===== config.mk =====
export PLATFORM = sky130hd
export DESIGN_NAME = stopwatch_ctrl
export DESIGN_NICKNAME = d
export VERILOG_FILES = /design/src/rtl/stopwatch_ctrl_pkg.sv /design/src/rtl/button_debouncer.sv /design/src/rtl/stopwatch_ctrl.sv
export SDC_FILE = /design/constraint.sdc
export NUM_CORES = 1
export LEC_CHECK = 0
export CORE_UTILIZATION = 49
export CTS_BUF_LIST = sky130_fd_sc_hd__clkbuf_8
export CTS_CLUSTER_DIAMETER = 120
export DETAILED_ROUTE_END_ITERATION = 6
export GPL_TIMING_DRIVEN = 0
export PLACE_DENSITY_LB_ADDON = 0.2
export SETUP_SLACK_MARGIN = 0.02
export SYNTH_ARGS = -nofsm -noshare
export SYNTH_HDL_FRONTEND = slang
export SYNTH_SLANG_ARGS = --single-unit

===== constraint.sdc =====
create_clock -name clk_i -period 5.4 [get_ports clk_i]
set_clock_uncertainty 0.2 [all_clocks]
set_input_delay 1.08 -clock clk_i [delete_from_list [all_inputs] [get_ports clk_i]]
set_output_delay 1.08 -clock clk_i [all_outputs]
set_load 0.02 [all_outputs]

===== src/rtl/stopwatch_ctrl_pkg.sv =====
// -----------------------------------------------------------------------------
// stopwatch_ctrl_pkg
// Shared definitions for the stopwatch control block:
//   - state_t        : control state encoding (IDLE=0, RUN=1, PAUSED=2),
//                      also driven straight onto state_o for LED indication
//   - DB_CYC_DEFAULT : default debounce length (10 ms at 100 MHz)
//   - BTN_START/CLR  : index of each button inside the debouncer bank
// -----------------------------------------------------------------------------
package stopwatch_ctrl_pkg;

    typedef enum logic [1:0] {
        ST_IDLE   = 2'd0,
        ST_RUN    = 2'd1,
        ST_PAUSED = 2'd2
    } state_t;

    localparam int DB_CYC_DEFAULT = 1000000;

    localparam int BTN_START = 0;
    localparam int BTN_CLR   = 1;
    localparam int NUM_BTN   = 2;

endpackage : stopwatch_ctrl_pkg


===== src/rtl/button_debouncer.sv =====
// -----------------------------------------------------------------------------
// button_debouncer
// Synchronizes one raw push-button, debounces it and emits a one-cycle press
// pulse on each debounced 0->1 transition (releases give no pulse).
//
// Ports:
//   clk_i   in  system clock, rising edge
//   rst_i   in  synchronous active-high reset
//   btn_i   in  raw asynchronous button level, high = pressed
//   press_o out registered one-cycle press pulse
//
// Latency: press_o is high exactly DB_CYC+2 edges after the first edge that
// samples btn_i high (2 sync stages, DB_CYC differing cycles, 1 edge-detect).
// -----------------------------------------------------------------------------
module button_debouncer
    import stopwatch_ctrl_pkg::*;
#(
    parameter int DB_CYC = DB_CYC_DEFAULT
) (
    input  logic clk_i,
    input  logic rst_i,
    input  logic btn_i,
    output logic press_o
);

    localparam int              CW       = $clog2(DB_CYC + 1);
    // The stable level flips on the DB_CYC-th consecutive differing cycle, so
    // the counter never needs to hold more than DB_CYC-1 and cannot wrap.
    localparam logic [CW-1:0]   CNT_LAST = CW'(DB_CYC - 1);

    logic          r_sync1;
    logic          r_sync2;
    logic          r_stable;
    logic          r_stable_d;
    logic          r_press;
    logic [CW-1:0] r_cnt;

    always_ff @(posedge clk_i) begin
        if (rst_i) begin
            r_sync1    <= 1'b0;
            r_sync2    <= 1'b0;
            r_stable   <= 1'b0;
            r_stable_d <= 1'b0;
            r_press    <= 1'b0;
            r_cnt      <= '0;
        end else begin
            r_sync1    <= btn_i;
            r_sync2    <= r_sync1;
            r_stable_d <= r_stable;
            // Rising edge of the debounced level only.
            r_press    <= r_stable & ~r_stable_d;

            if (r_sync2 == r_stable) begin
                r_cnt <= '0;
            end else if (r_cnt == CNT_LAST) begin
                r_stable <= ~r_stable;
                r_cnt    <= '0;
            end else begin
                r_cnt <= r_cnt + CW'(1);
            end
        end
    end

    assign press_o = r_press;

endmodule : button_debouncer


===== src/rtl/stopwatch_ctrl.sv =====
// -----------------------------------------------------------------------------
// stopwatch_ctrl
// Start/stop/clear control for a BCD stopwatch counter. Two debounced buttons
// drive an IDLE/RUN/PAUSED state machine with fully registered outputs.
//
// Ports:
//   clk_i        in   system clock, rising edge
//   rst_i        in   synchronous active-high reset
//   btn_start_i  in   raw start/stop button, high = pressed
//   btn_clr_i    in   raw clear button, high = pressed
//   run_o        out  counter enable, high only in RUN
//   clr_o        out  one-cycle counter clear pulse on every clear press
//   state_o      out  current state (IDLE=0, RUN=1, PAUSED=2)
// -----------------------------------------------------------------------------
module stopwatch_ctrl
    import stopwatch_ctrl_pkg::*;
#(
    parameter int DB_CYC = DB_CYC_DEFAULT
) (
    input  logic       clk_i,
    input  logic       rst_i,
    input  logic       btn_start_i,
    input  logic       btn_clr_i,
    output logic       run_o,
    output logic       clr_o,
    output logic [1:0] state_o
);

    logic [NUM_BTN-1:0] w_btn_raw;
    logic [NUM_BTN-1:0] w_press;

    assign w_btn_raw[BTN_START] = btn_start_i;
    assign w_btn_raw[BTN_CLR]   = btn_clr_i;

    generate
        for (genvar gi = 0; gi < NUM_BTN; gi++) begin : g_db
            button_debouncer #(
                .DB_CYC (DB_CYC)
            ) u_db (
                .clk_i   (clk_i),
                .rst_i   (rst_i),
                .btn_i   (w_btn_raw[gi]),
                .press_o (w_press[gi])
            );
        end
    endgenerate

    state_t r_state;
    logic   r_run;
    logic   r_clr;

    always_ff @(posedge clk_i) begin
        if (rst_i) begin
            r_state <= ST_IDLE;
            r_run   <= 1'b0;
            r_clr   <= 1'b0;
        end else begin
            r_clr <= 1'b0;
            // Clear has priority over a start press landing in the same cycle,
            // and pulses clr_o even when already idle.
            if (w_press[BTN_CLR]) begin
                r_state <= ST_IDLE;
                r_run   <= 1'b0;
                r_clr   <= 1'b1;
            end else if (w_press[BTN_START]) begin
                case (r_state)
                    ST_IDLE: begin
                        r_state <= ST_RUN;
                        r_run   <= 1'b1;
                    end
                    ST_RUN: begin
                        r_state <= ST_PAUSED;
                        r_run   <= 1'b0;
                    end
                    ST_PAUSED: begin
                        r_state <= ST_RUN;
                        r_run   <= 1'b1;
                    end
                    default: begin
                        r_state <= ST_IDLE;
                        r_run   <= 1'b0;
                    end
                endcase
            end
        end
    end

    assign run_o   = r_run;
    assign clr_o   = r_clr;
    assign state_o = r_state;

endmodule : stopwatch_ctrl


==> results.py <==
metrics = {
    "synthesis": {
        "synth_edf_count": 0,
        "yosys_synthesis_warning_count": 0,
        "synth-seq-area-share_pct": 47.6,
        "syn-instance-count": 250,
        "async_reset_ff_share_pct": 0,
        "predominant_post_synthesis_flop_cell": "dfxtp_1",
        "synth.distinct_cells": 34,
        "syn_nets": 256,
        "synth.avg_cell_area_um2": 8.91,
        "synth.cell_area_um2": 2230,
        "synth-seq-cells": 53,
    },
    "sta": {
        "layout_min_cycle_time_ps": 2680,
        "relSlewSlack_pct": 51.4,
        "post-route-period-util_pct": 49.7,
        "timing.final.setup_violations": 0,
        "final_max_tran_viols": 0,
        "tightest_slew_ps": 724,
        "tns_ps": 0,
        "timing_hold_violations_final": 0,
        "max_freq_mhz": 373,
        "rsz0062_at_grt": "no",
    },
    "clocking": {
        "postCtsResizedCells": 0,
        "cts_max_level": 2,
        "cts.sinks": 53,
        "cts_buffers": 5,
        "worst_skew_pair_latency_ps": 300,
        "root_driver": "clkbuf_8",
        "cts.hold.buffers_added": 0,
        "ctsLongestPathBuffers": 2,
        "cts_tree": "yes",
        "clk_pin_slew_ps": 90,
        "cts.repair_timing.setup_buffer_count": 0,
    },
    "detailed_routing": {
        "drtAntennaViolNets": 0,
        "drt-wirelength-per-cell_um": 12.0,
        "drt-vias-per-instance": 5.38,
        "routed_wirelength_mm": 3.80,
        "route.detailed.drc": 0,
        "detail_route.iter0.violations": 121,
        "via_count": 1705,
        "drt_first_pass_iters": 4,
    },
    "grt": {
        "vias_in_the_first_global_route": 1648,
        "grt_first_pass_wirelength_mm": 6.98,
        "largest_net_degree_at_the_start_of_global_routing": 16,
        "grt_overflow_total": 0,
        "grt_antenna_before_repair": 0,
        "grt_overall_usage_pct": 17.6,
    },
    "final_layout": {
        "most-common-layout-cells": "dfxtp_1 (53), nor2_1 (33), xnor2_1 (19)",
        "diodes": 0,
        "layout-area-overhead-vs-synth_pct": 11.3,
        "final_net_count": 270,
        "commonest_non_fill_non_tap_cell_in_the_layout": "dfxtp_1",
        "drive_gt1_share_pct": 5.66,
        "final_area_um2": 2480,
    },
    "run": {
        "timing.max_cap.violations": 0,
    },
    "die": {
        "floorplan.initialDensity_pct": 51.1,
        "io_pins": 8,
        "die-area_um2": 4820,
        "std_cell_rows": 24,
        "core_area_um2": 4350,
        "die-width_um": 69.4,
        "floorplan.die.height_um": 69.4,
    },
    "power": {
        "p_per_area_nw_per_um2": 272,
        "ir_drop_mv": 0.120,
        "p_leak_uw": 0.000740,
    },
    "setup_path": {
        "slowest_delay_ps": 580,
        "critical_path_class": "flop to output port",
        "crit_fanout": 4,
        "crit_path_start_kind": "flop",
        "critPathCaptureType": "output port",
        "worst_ep_arrival_time_ps": 1400,
        "r2r_cells": 5,
        "cp_slowest_cell": "clkdlybuf4s50_1",
        "worst-endpoint-required_ps": 4120,
        "worstPathCellList": "buf_4, clkdlybuf4s50_1",
    },
    "placed_design": {
        "gp_congestion": 0.834,
        "detailedPlacementHpwl_mm": 2.68,
        "placedInstanceArea_um2": 2360,
        "place.port_buffers": 7,
    },
    "run_status": {
        "outcome": "completed",
    },
    "worst_hold_path": {
        "worstHoldPathCells": 1,
        "timing.hold.worst.class": "flop to flop",
    },
}
[state kept, by name, indices dropped and copies added (netlist names)]
signal,cells
clr_o,1
g_db.u_db.press_o,2
g_db.u_db.r_cnt,40
g_db.u_db.r_stable,2
g_db.u_db.r_stable_d,2
g_db.u_db.r_sync1,2
g_db.u_db.r_sync2,2
run_o,1
state_o,1
[cell families (layout without fill, tap and decap cells)]
group / count (synthesis) / in the layout / share of synthesized area, %
and+or+nand+nor: 123 / 123 / 29.2
DFF: 53 / 53 / 47.6
xor gates and xnor gates: 29 / 29 / 11.4
AOI/OAI and AO/OA: 25 / 25 / 6.46
buffers and inverters: 16 / 31 / 3.20
adders and majority gates: 2 / 2 / 1.12
muxes: 2 / 2 / 0.955
[metal layers]
layer	global-route usage, %	vias up	routed length (µm)
met4	8.16	0	69
met1	22.9	782	1890
li1	-	887	-
met5	0	-	0
met2	28.4	28	1740
met3	3.05	8	105
[synthesized netlist by cell type, types with 2 or more instances]
cell type	instances	area, µm²
or3_1	11	68.8
o31ai_1	2	15.0
ha_1	2	25.0
a21oi_1	11	55.1
xnor2_1	19	166
or4_1	4	30.0
nor3_1	10	50.1
inv_1	9	33.8
xor2_1	10	87.6
clkbuf_1	5	18.8
nor2b_1	9	56.3
nor3b_1	2	15.0
or2_2	2	12.5
nor2_1	33	124
o21ai_0	9	45.0
dfxtp_1	53	1060
nor4_1	4	25.0
and3_1	5	31.3
nand2_1	12	45.0
nand4_1	7	43.8
nor4b_1	2	17.5
nand3_1	17	85.1
[worst paths after layout]
kind,startpoint,endpoint,slack [ps]
setup / recovery,run_o,state_o[0],2720
hold reg to reg,g_db[1].u_db.r_stable_d,g_db[1].u_db.press_o,190
hold / removal,g_db[1].u_db.r_stable_d,g_db[1].u_db.press_o,190
setup reg to reg,g_db[0].u_db.r_cnt[13],g_db[0].u_db.r_cnt[9],3030
[power breakdown]
group | internal, µW | switching [µW]
sequential | 392 | 1.24
combinational | 4.32 | 5.39
clock | 149 | 122
[per-stage QoR]
stage,hold WS (ps),std cells,util [%],total power (µW),setup WS [ps]
after floorplan,167,250,-,408,3280
after global placement,171,309,54.3,413,2400
after detailed placement,176,309,54.3,412,2410
after CTS,189,317,56.9,684,2700
after global routing,204,317,56.9,700,2590
final,189,317,56.9,674,2720
[worst max-delay path: cells and delay by family, from the launching register on]
kind	cells	cell delay, ps
buffers and inverters	2	710
flip-flops	1	400
[area by class of cell]
class / instances / area (µm²)
clock buffers: 6 / 82.6
well taps: 52 / 65.1
clock inverters: 2 / 33.8
multi-input cells: 181 / 1090
repair buffers: 7 / 70.1
inverters: 9 / 33.8
flip-flops and latches: 53 / 1060
plain buffers: 7 / 37.5
fillers: 388 / 1880
No activity file was read; power rests on OpenSTA's default activity.
